==> src/rtl/raster_pkg.sv <==
// Shared types for the raster pattern generator.
//   mode_e  : pattern select values as presented on the mode input.
//   state_e : scan controller states.
package raster_pkg;

  typedef enum logic [1:0] {
    MODE_FILL    = 2'd0,
    MODE_HGRAD   = 2'd1,
    MODE_VGRAD   = 2'd2,
    MODE_CHECKER = 2'd3
  } mode_e;

  typedef enum logic [1:0] {
    ST_IDLE = 2'd0,
    ST_SCAN = 2'd1,
    ST_DONE = 2'd2
  } state_e;

endpackage

==> src/rtl/raster_pattern_gen_if.sv <==
// Pixel stream between the generator (master) and a sink (slave).
//   pix_valid : x, y, pixel, border hold a valid pixel (master -> slave)
//   pix_ready : sink accepts the current pixel         (slave -> master)
//   x, y      : pixel coordinate
//   pixel     : grayscale value
//   border    : pixel lies on the window edge
interface raster_pattern_gen_if #(
  parameter int COORD_W = 11,
  parameter int PIX_W   = 8
);
  logic               pix_valid;
  logic               pix_ready;
  logic [COORD_W-1:0] x;
  logic [COORD_W-1:0] y;
  logic [PIX_W-1:0]   pixel;
  logic               border;

  modport master (output pix_valid, x, y, pixel, border, input pix_ready);
  modport slave  (input pix_valid, x, y, pixel, border, output pix_ready);
endinterface

==> src/rtl/raster_xy_counter.sv <==
// Raster-order coordinate stepper.
//   clock, reset_n : clock, asynchronous active-low reset
//   enable         : advance one pixel (x first, then y)
//   clear          : force x = y = 0 (wins over enable)
//   w, h           : window size (non-zero while stepping)
//   x, y           : current coordinate
//   last           : current coordinate is the final pixel of the window
module raster_xy_counter #(
  parameter int COORD_W = 11
) (
  input  logic               clock,
  input  logic               reset_n,
  input  logic               enable,
  input  logic               clear,
  input  logic [COORD_W-1:0] w,
  input  logic [COORD_W-1:0] h,
  output logic [COORD_W-1:0] x,
  output logic [COORD_W-1:0] y,
  output logic               last
);

  logic [COORD_W-1:0] w_max;
  logic [COORD_W-1:0] h_max;

  assign w_max = w - COORD_W'(1);
  assign h_max = h - COORD_W'(1);
  assign last  = (x == w_max) && (y == h_max);

  // NOTE: sequential state uses non-blocking assignments so every register
  // samples pre-edge values regardless of statement order.
  always_ff @(posedge clock or negedge reset_n) begin
    if (!reset_n) begin
      x <= '0;
      y <= '0;
    end else if (clear) begin
      x <= '0;
      y <= '0;
    end else if (enable) begin
      if (x != w_max) begin
        x <= x + COORD_W'(1);
      end else begin
        x <= '0;
        // Wrapping at the final pixel leaves the counter parked at the origin.
        y <= (y != h_max) ? y + COORD_W'(1) : '0;
      end
    end
  end

endmodule

==> src/rtl/raster_pattern_gen.sv <==
// Raster test-pattern generator: on an accepted start it latches the window
// and pattern config and streams W*H pixels in raster order over a
// valid/ready interface, then pulses done for one cycle.
//   clock, reset_n        : clock, asynchronous active-low reset
//   start                 : one-cycle frame trigger
//   win_w, win_h          : window size, sampled at accepted start
//   mode, fill, border_en : pattern config, sampled at accepted start
//   pix                   : pixel stream (master side)
//   busy                  : frame in progress
//   done                  : one-cycle pulse after the last pixel is accepted
//   frame_cnt             : completed frames, wraps
module raster_pattern_gen
  import raster_pkg::*;
#(
  parameter int COORD_W    = 11,
  parameter int PIX_W      = 8,
  parameter int CHK_LOG2   = 3,
  parameter int RESTART_EN = 1,
  parameter int FCNT_W     = 16
) (
  input  logic                clock,
  input  logic                reset_n,
  input  logic                start,
  input  logic [COORD_W-1:0]  win_w,
  input  logic [COORD_W-1:0]  win_h,
  input  logic [1:0]          mode,
  input  logic [PIX_W-1:0]    fill,
  input  logic                border_en,
  raster_pattern_gen_if.master pix,
  output logic                busy,
  output logic                done,
  output logic [FCNT_W-1:0]   frame_cnt
);

  state_e             state;
  state_e             state_nx;
  logic [COORD_W-1:0] cfg_w;
  logic [COORD_W-1:0] cfg_h;
  mode_e              cfg_mode;
  logic [PIX_W-1:0]   cfg_fill;
  logic               cfg_border_en;
  logic [COORD_W-1:0] x;
  logic [COORD_W-1:0] y;
  logic               last;
  logic               accept_start;
  logic               xfer;
  logic [COORD_W-1:0] w_max;
  logic [COORD_W-1:0] h_max;
  logic               on_border;
  logic [PIX_W-1:0]   pattern;

  // A zero-size window is never accepted, including as a restart, so a scan
  // always has at least one pixel.
  assign accept_start = start && (win_w != '0) && (win_h != '0) &&
                        ((state == ST_IDLE) ||
                         ((state == ST_SCAN) && (RESTART_EN != 0)));
  assign xfer = (state == ST_SCAN) && pix.pix_ready;

  // NOTE: config registers are reset rather than left undefined so pixel and
  // border are well-defined straight out of reset.
  always_ff @(posedge clock or negedge reset_n) begin
    if (!reset_n) begin
      cfg_w         <= '0;
      cfg_h         <= '0;
      cfg_mode      <= MODE_FILL;
      cfg_fill      <= '0;
      cfg_border_en <= 1'b0;
    end else if (accept_start) begin
      cfg_w         <= win_w;
      cfg_h         <= win_h;
      cfg_mode      <= mode_e'(mode);
      cfg_fill      <= fill;
      cfg_border_en <= border_en;
    end
  end

  // A restart clears the counter and suppresses the simultaneous transfer.
  raster_xy_counter #(.COORD_W(COORD_W)) u_xy (
    .clock   (clock),
    .reset_n (reset_n),
    .enable  (xfer && !accept_start),
    .clear   (accept_start),
    .w       (cfg_w),
    .h       (cfg_h),
    .x       (x),
    .y       (y),
    .last    (last)
  );

  always_ff @(posedge clock or negedge reset_n) begin
    if (!reset_n) state <= ST_IDLE;
    else          state <= state_nx;
  end

  always_comb begin
    // NOTE: default first so no path leaves state_nx unassigned (no latch).
    state_nx = state;
    case (state)
      ST_IDLE: if (accept_start) state_nx = ST_SCAN;
      ST_SCAN: begin
        if (accept_start)      state_nx = ST_SCAN;
        else if (xfer && last) state_nx = ST_DONE;
      end
      ST_DONE: state_nx = ST_IDLE;
      default: state_nx = ST_IDLE;
    endcase
  end

  always_ff @(posedge clock or negedge reset_n) begin
    if (!reset_n)               frame_cnt <= '0;
    else if (state == ST_DONE)  frame_cnt <= frame_cnt + FCNT_W'(1);
  end

  assign busy = (state == ST_SCAN);
  assign done = (state == ST_DONE);

  assign w_max     = cfg_w - COORD_W'(1);
  assign h_max     = cfg_h - COORD_W'(1);
  assign on_border = (x == '0) || (y == '0) || (x == w_max) || (y == h_max);

  always_comb begin
    pattern = cfg_fill;
    case (cfg_mode)
      MODE_FILL:    pattern = cfg_fill;
      MODE_HGRAD:   pattern = x[PIX_W-1:0];
      MODE_VGRAD:   pattern = y[PIX_W-1:0];
      MODE_CHECKER: pattern = (x[CHK_LOG2] ^ y[CHK_LOG2]) ? ~cfg_fill : cfg_fill;
      default:      pattern = cfg_fill;
    endcase
  end

  assign pix.pix_valid = busy;
  assign pix.x         = x;
  assign pix.y         = y;
  assign pix.border    = on_border;
  assign pix.pixel     = (cfg_border_en && on_border) ? '1 : pattern;

endmodule

==> src/flat_wrapper.sv <==
// flat-port wrapper written by rule: the top's interface ports become plain ports
module raster_pattern_gen_flat import raster_pkg::*;
#(
  parameter int COORD_W    = 11,
  parameter int PIX_W      = 8,
  parameter int CHK_LOG2   = 3,
  parameter int RESTART_EN = 1,
  parameter int FCNT_W     = 16
)
  (clock, reset_n, start, win_w, win_h, mode, fill, border_en, busy, done, frame_cnt, pix_pix_valid, pix_x, pix_y, pix_pixel, pix_border, pix_pix_ready);
  raster_pattern_gen_if #(.COORD_W(COORD_W), .PIX_W(PIX_W)) pix_i ();
  input  logic clock;
  input  logic reset_n;
  input  logic start;
  input  logic [COORD_W-1:0] win_w;
  input  logic [COORD_W-1:0] win_h;
  input  logic [1:0] mode;
  input  logic [PIX_W-1:0] fill;
  input  logic border_en;
  output logic busy;
  output logic done;
  output logic [FCNT_W-1:0] frame_cnt;
  output wire logic [$bits(pix_i.pix_valid)-1:0] pix_pix_valid;
  output wire logic [$bits(pix_i.x)-1:0] pix_x;
  output wire logic [$bits(pix_i.y)-1:0] pix_y;
  output wire logic [$bits(pix_i.pixel)-1:0] pix_pixel;
  output wire logic [$bits(pix_i.border)-1:0] pix_border;
  input wire logic [$bits(pix_i.pix_ready)-1:0] pix_pix_ready;
  assign pix_pix_valid = pix_i.pix_valid;
  assign pix_x = pix_i.x;
  assign pix_y = pix_i.y;
  assign pix_pixel = pix_i.pixel;
  assign pix_border = pix_i.border;
  assign pix_i.pix_ready = pix_pix_ready;
  raster_pattern_gen #(.COORD_W(COORD_W), .PIX_W(PIX_W), .CHK_LOG2(CHK_LOG2), .RESTART_EN(RESTART_EN), .FCNT_W(FCNT_W)) u_core (.clock(clock), .reset_n(reset_n), .start(start), .win_w(win_w), .win_h(win_h), .mode(mode), .fill(fill), .border_en(border_en), .pix(pix_i), .busy(busy), .done(done), .frame_cnt(frame_cnt));
endmodule
==> config.mk <==
export PLATFORM = sky130hd
export DESIGN_NAME = raster_pattern_gen_flat
export DESIGN_NICKNAME = d
export VERILOG_FILES = /design/src/rtl/raster_pkg.sv /design/src/rtl/raster_pattern_gen_if.sv /design/src/rtl/raster_xy_counter.sv /design/src/rtl/raster_pattern_gen.sv /design/src/flat_wrapper.sv
export SDC_FILE = /design/constraint.sdc
export NUM_CORES = 1
export LEC_CHECK = 0
export ABC_AREA = 1
export ABC_CLOCK_PERIOD_IN_PS = 5550
export CELL_PAD_IN_SITES_DETAIL_PLACEMENT = 1
export CELL_PAD_IN_SITES_GLOBAL_PLACEMENT = 1
export CORE_ASPECT_RATIO = 1.2
export CORE_MARGIN = 1.5
export CORE_UTILIZATION = 42
export CTS_BUF_LIST = sky130_fd_sc_hd__clkbuf_4
export DETAILED_ROUTE_END_ITERATION = 6
export PLACE_DENSITY = 0.88
export SLEW_MARGIN = 20
export SYNTH_ARGS = -nofsm -noshare
export SYNTH_HDL_FRONTEND = slang
export SYNTH_SLANG_ARGS = --single-unit
export TNS_END_PERCENT = 20
==> constraint.sdc <==
create_clock -name clock -period 5.55 [get_ports clock]
set_clock_uncertainty 0.15 [all_clocks]
set_input_delay 1.11 -clock clock [delete_from_list [all_inputs] [get_ports clock]]
set_output_delay 1.11 -clock clock [all_outputs]
set_load 0.03 [all_outputs]
==> results of run 1 <==
==> synth_stat cells (2+ instances only) <==
master and number:
nor2_1 66, o211ai_1 4, o21ai_1 7, nor4_1 6, a21oi_1 5, or2_2 3, o22ai_1 5, o21ai_0 48
nor2_4 2, xnor2_1 14, dfrtp_1 73, nand3_1 54, nor3_1 12, inv_1 79, buf_2 2, and2_1 2
nand3b_1 4, xor2_1 30, ha_1 7, nand2_4 2, nand2_1 237, nand2_2 4, nor2_2 4, clkbuf_1 13
nand4_1 6
==> worst register-to-register path, stage by stage (launching register included) <==
cell     delay [ps]
dfrtp_1         410
inv_1           150
ha_1            250
nand2_2          90
nor2_1          210
nand3_1         140
nand2_1          90
nand2_1          60
nand2_1          70
nor2_1           50
nand3_2         100
nand2_4          90
nor2_1          420
nand2_1         100
nand2_1          80
==> layout by cell type (no fill, tap or decap), types with 2 or more instances in the layout <==
| master | instances |
|---|---|
| a21oi_1 | 5 |
| and2_1 | 2 |
| buf_4 | 2 |
| clkbuf_4 | 9 |
| clkdlybuf4s50_1 | 85 |
| clkinv_1 | 3 |
| clkinvlp_4 | 2 |
| dfrtp_1 | 73 |
| ha_1 | 7 |
| inv_1 | 79 |
| nand2_1 | 237 |
| nand2_2 | 4 |
| nand2_4 | 2 |
| nand3_1 | 54 |
| nand3b_1 | 4 |
| nand4_1 | 6 |
| nor2_1 | 65 |
| nor2_2 | 4 |
| nor2_4 | 3 |
| nor3_1 | 12 |
| nor4_1 | 6 |
| o211ai_1 | 4 |
| o21ai_0 | 48 |
| o21ai_1 | 7 |
| o22ai_1 | 5 |
| or2_2 | 3 |
| xnor2_1 | 14 |
| xor2_1 | 30 |
==> cells by family (layout without fill, tap and decap cells) <==
| kind of cell | count (synthesis) | after routing |
|---|---|---|
| and+or+nand+nor | 405 | 405 |
| buffers and inverters | 98 | 184 |
| AOI/OAI and AO/OA | 73 | 73 |
| DFF | 73 | 73 |
| xor gates and xnor gates | 45 | 45 |
| adders and majority gates | 7 | 7 |
| other | 0 | 1 |
==> final cells by class <==
type / instances / area (sq um) / share of cell area [%]
multi-input combinational: 530 / 2620 / 44.1
tap: 154 / 193 / 3.24
clock buffer: 9 / 67.6 / 1.14
inverter: 80 / 300 / 5.05
sequential: 73 / 1830 / 30.7
antenna: 1 / 2.50 / 0.0421
timing repair buffer: 88 / 871 / 14.6
clock inverter: 7 / 61.3 / 1.03
==> sequential cells by signal, indices dropped and copies added (netlist names) <==
name and flops:
u_core.cfg_border_en 1, u_core.cfg_fill 8, u_core.cfg_h 11, u_core.cfg_mode 2
u_core.cfg_w 11, u_core.frame_cnt 16, u_core.state 2, u_core.u_xy.x 11
u_core.u_xy.y 11
==> power groups by stage <==
stage	clock [mW]	sequential [mW]	combinational, mW
3_3_place_gp	0	0.598	0.291
6_report	0.342	0.591	0.301
4_1_cts	0.348	0.590	0.304
3_5_place_dp	0	0.600	0.301
5_1_grt	0.368	0.594	0.337
2_1_floorplan	0	0.592	0.184
==> per-stage QoR <==
| stage | hold slack [ps] | setup WS (ps) | area [sq um] |
|---|---|---|---|
| 2_1_floorplan | 312 | 1990 | 4830 |
| 3_3_place_gp | 312 | 1600 | 5810 |
| 3_5_place_dp | 343 | 1500 | 5810 |
| 4_1_cts | 362 | 956 | 5940 |
| 5_1_grt | 385 | 730 | 5950 |
| 6_report | 356 | 986 | 5950 |
==> metal layers <==
| metal | vias up | global-route usage [%] | routed length, um |
|---|---|---|---|
| li1 | 2380 | - | - |
| met1 | 2401 | 31.6 | 6510 |
| met2 | 82 | 49.3 | 8090 |
| met3 | 28 | 4.16 | 461 |
| met5 | - | 0 | 0 |
| met4 | 0 | 10.1 | 384 |
==> path summary, 6_finish.rpt <==
check | end | slack (ps) | depth (start not counted)
worst max-delay path | pix_pixel[3] | 990 | 13
worst min-delay path | u_core.frame_cnt[7]$_DFFE_PN0P_ | 360 | 1
worst max register to register | u_core.u_xy.x[1]$_DFFE_PN0P_ | 3030 | 14
worst min register to register | u_core.frame_cnt[7]$_DFFE_PN0P_ | 360 | 1
max in group asynchronous | u_core.frame_cnt[15]$_DFFE_PN0P_ | 3670 | 2
min in group asynchronous | u_core.u_xy.y[7]$_DFFE_PN0P_ | 520 | 1
==> flow_summary.toml, run 1 <==
[worst_setup_path]
timing.rr.start = "u_core.cfg_w[0]$_DFFE_PN0P_"
cp-startpoint = "u_core.cfg_w[0]$_DFFE_PN0P_"
critical_path_class = "flop to primary output"
critPathRequiredTime_ps = 4290
cp-start-kind = "flop"
cp_max_fo = 8
critPathArrivalTime_ps = 3300
critical-path-top-delay-family = "simple AND/OR/NAND/NOR gates"
slowest_delay_ps = 700
cp_cell_sequence = "inv_1 > ha_1 > nand2_2 > nor2_1 > nand3_1 > nand3_1 > nand2_1 > nor2_1 > nand3_2 > nand3_1 > nand2_2 > o21ai_0 > clkdlybuf4s50_1"
cp_common_cell = "nand3_1"
end_kind = "primary output"
critPathBufInv = 2
slowest_stage = "clkdlybuf4s50_1"

[placement]
dp_cells = 925
gp_congestion = 0.955
io_buffers = 86
dp_hpwl_um = 11900

[pwr]
switching_power_mw = 0.433
combPwrFrac_pct = 24.4
leakage_nw = 2.92
seq_power_share_pct = 47.9
swShare_pct = 35.1
internal_power_mw = 0.801
clkPwrFrac_pct = 27.7
ir_drop_mv = 0.100
power.total_mw = 1.23
power_density_mw_per_mm2 = 208

[synth]
synth-compound-area-share_pct = 8.19
synthAdderAreaFrac_pct = 1.81
synth_cells = 701
synth.largest_area_cell = "dfrtp_1"
yosys_warnings = 0
synthXorXnorAreaFrac_pct = 8.45
syn_area_sq_mm = 0.00483
ys.flop_type = "dfrtp_1"
synthArstFlopShare_pct = 100
synth-simple-area-share_pct = 35.8
synth_edf_count = 0
synth.distinct_cells = 37
synth_mux_area_share_pct = 0
yosysTopAreaCellShare_pct = 37.9
seq_area_frac_synth_pct = 37.9
ys_ff_latch = 73
syn_area_per_cell_sq_um = 6.88
synthTopCellsByArea = "dfrtp_1 38%, nand2_1 18%, inv_1 6.1%"
synth.net_count = 745
synth_top_family_by_area = "simple AND/OR/NAND/NOR gates"

[routing]
vias_per_cell = 5.19
drc = 0
dr.first_iter.drc_count = 141
routedWlPerCell_um = 16.4
drt_pass1_iterations = 4
drt-total-wl_um = 15400
postRouteAntennaNets = 0
vias = 4891

[final_layout]
final_core_util_pct = 53.6
layout.nets = 826
final-instance-count-excl-fill = 942
area_delta_synth_final_pct = 23.2
drive_above_1_share_pct = 4.45
fillers = 1467

[floorplanning]
initial_core_util_pct = 43.5
num_rows = 42
die_w_um = 101
fp.dieH_um = 120
coreArea_sq_mm = 0.0111
io_pins = 87
dieArea_sq_mm = 0.0121

[clock_tree]
clk_pin_slew_ps = 130
clock_sinks = 73
cts_max_path_buffers = 2
hold_buffers = 0
cts_tree = "yes"
cts_resized = 0
postCtsSetupBuffers = 0
cts-root-buf = "clkbuf_4"
cts_inserted_buffers = 9
h-tree-depth = 3
clock_latency_ps = 470

[global_routing]
grt_pass1_wl_um = 25400
grt_max_degree = 53
antenna_found_initial = 1
first_global_vias = 5204
grt_remaining_overflow = 0
grt_usage_pct = 27.1

[timing]
hold_violations = 0
setup_tns_ps = 0
max_freq_mhz = 219
tightest_slew_ps = 712
relSlewSlack_pct = 52.5
setup_violations = 0
min_period_ps = 4560
rsz0062_at_grt = "no"
slew_violations = 0
finalCritPeriodShare_pct = 82.2

[hold_path]
hp-class = "flop to flop"
hp-start = "u_core.frame_cnt[7]$_DFFE_PN0P_"

[job]
drv_cap = 0

[status]
status = "finished, final reports clean"
Power figures use the tool's default switching activity.
==> inputs of run 2 (changes only) <==
- ABC_CLOCK_PERIOD_IN_PS: 5550 -> 4000
- CORE_UTILIZATION: 42 -> 35
- PLACE_DENSITY: 0.88 -> 0.79
- clock period: 5.55 -> 4 ns (I/O delays scaled with it)
==> run 2 against run 1 <==
Against the previous run: setup slack worse by 790 ps; die area is 19% higher; final cell count up 1.6%; sequential share of layout area fell by 0.15 points; total power rose by 44%.
==> flow_summary.toml, run 2 (synthesized netlist as in run 1, its figures left out) <==
[status]
status = "finished, final reports clean"

[worst_setup_path]
critical-path-top-delay-family = "simple AND/OR/NAND/NOR gates"
critPathArrivalTime_ps = 2860
slowest_delay_ps = 400
timing.rr.start = "u_core.cfg_w[0]$_DFFE_PN0P_"
critPathBufInv = 2
cp_common_cell = "nand3_1"
r2r_slack_ps = 1500
cp_cell_sequence = "inv_1 > ha_1 > nand2_2 > nor2_2 > nand3_1 > nand3_1 > nand2_1 > nor2_1 > nand3_2 > nand3_1 > nand2_2 > nand2_1 > clkdlybuf4s15_1"
slowest_stage = "dfrtp_1"
critPathRequiredTime_ps = 3050
cp_num_cells = 13
reg2reg_to = "u_core.u_xy.x[10]$_DFFE_PN0P_"
critical_path_class = "flop to primary output"
reg2regPathDepth = 14
cp-start-kind = "flop"
cp_max_fo = 8
end_kind = "primary output"

[final_layout]
top_register = "u_core.frame_cnt"
area_delta_synth_final_pct = 23.8
largest_reg_flops = 16
layout_common_cells = "237 x nand2_1, 79 x inv_1, 76 x clkdlybuf4s50_1"
final_common_cell = "nand2_1"
drive_above_1_share_pct = 5.96
final_core_util_pct = 44.7
diodes = 0
layout.nets = 828

[global_routing]
grt_remaining_overflow = 0
grt_max_degree = 53
met2_usage_pct = 40.0
first_global_vias = 5267
grt_usage_pct = 22.6
met3_usage_pct = 3.47
grtUsageMet1_pct = 27.5
grt_pass1_wl_um = 25700
busiest_layer = "met2"
antenna_found_initial = 0

[clock_tree]
cts_tree = "yes"
clk_pin_slew_ps = 140
clock_latency_ps = 440
cts_max_path_buffers = 2
h-tree-depth = 3
clock_sinks = 73
cts-root-buf = "clkbuf_4"
cts_inserted_buffers = 9
hold_buffers = 0

[routing]
drt_pass1_iterations = 4
routedWlPerCell_um = 16.1
vias = 4867
drc = 0
dr.first_iter.drc_count = 144
postRouteAntennaNets = 0
vias_per_cell = 5.09
drt-total-wl_um = 15400

[floorplanning]
coreArea_sq_mm = 0.0134
initial_core_util_pct = 36.1
io_pins = 87
num_rows = 46
fp.dieH_um = 132
dieArea_sq_mm = 0.0145
die_w_um = 110

[timing]
worst_slack_ps = 194
hold_violations = 0
relSlewSlack_pct = 57.1
finalCritPeriodShare_pct = 95.2
tightest_slew_ps = 643
setup_violations = 0
min_period_ps = 3810
max_freq_mhz = 263
slew_violations = 0
rsz0062_at_grt = "yes"

[placement]
dp_slack_ps = 209
io_buffers = 86
gp_congestion = 0.933
dp_hpwl_um = 12000

[pwr]
power.total_mw = 1.78
power_density_mw_per_mm2 = 298
ir_drop_mv = 0.168
leakage_nw = 2.95

[hold_path]
hp-class = "input pin to async pin"

[job]
drv_cap = 0
==> run 2: cell count changes in the layout (fill, tap and decap cells not counted), moves of 2 or more <==
cell and delta:
buf_4 +2, clkbuf_2 +7, clkinv_1 -2, clkdlybuf4s50_1 -9
==> run 2: timing repair <==
action / CTS / global route
buffers inserted: 0 / 0
hold endpoints to repair: 0 / 0
resized for setup: 9 / 20
setup endpoints to repair: 9 / 8
pin swaps: 0 / 0
==> run 2: power by group <==
group | leakage [nW] | internal (mW) | switching (mW)
clock | 0.0839 | 0.254 | 0.300
sequential | 0.952 | 0.771 | 0.0476
combinational | 1.91 | 0.145 | 0.261
total | 2.95 | 1.17 | 0.608
==> run 2: how the worst max path moves through the flow <==
stage                                 from           end
6_report       u_core.cfg_w[0]$_DFFE_PN0P_  pix_pixel[4]
4_1_cts        u_core.cfg_w[0]$_DFFE_PN0P_  pix_pixel[5]
3_5_place_dp   u_core.cfg_w[0]$_DFFE_PN0P_  pix_pixel[5]
2_1_floorplan  u_core.cfg_w[0]$_DFFE_PN0P_  pix_pixel[2]
3_3_place_gp   u_core.cfg_w[0]$_DFFE_PN0P_  pix_pixel[2]
5_1_grt        u_core.cfg_h[0]$_DFFE_PN0P_  pix_pixel[4]
==> run 2: metal layers <==
layer | vias to the layer above | part of all wire (%)
li1 | 2384 | -
met1 | 2368 | 43
met2 | 90 | 52
met3 | 25 | 3.4
met4 | 0 | 1.9
met5 | - | 0
==> run 2: layout make-up <==
type	count	area (sq um)
Fill cell	1731	7380
Multi-Input combinational cell	530	2630
Clock buffer	9	67.6
Inverter	80	300
Clock inverter	7	93.8
Tap cell	168	210
Timing Repair Buffer	90	850
Sequential cell	73	1830
==> run 2: metrics by stage <==
stage	area [sq um]	setup TNS [ps]	instances	hold WS [ps]
after floorplan	4830	0	701	312
after global placement	5850	0	941	312
after detailed placement	5850	0	941	338
after CTS	6000	0	957	227
after global routing	5970	-40.3	957	238
final	5970	0	957	217
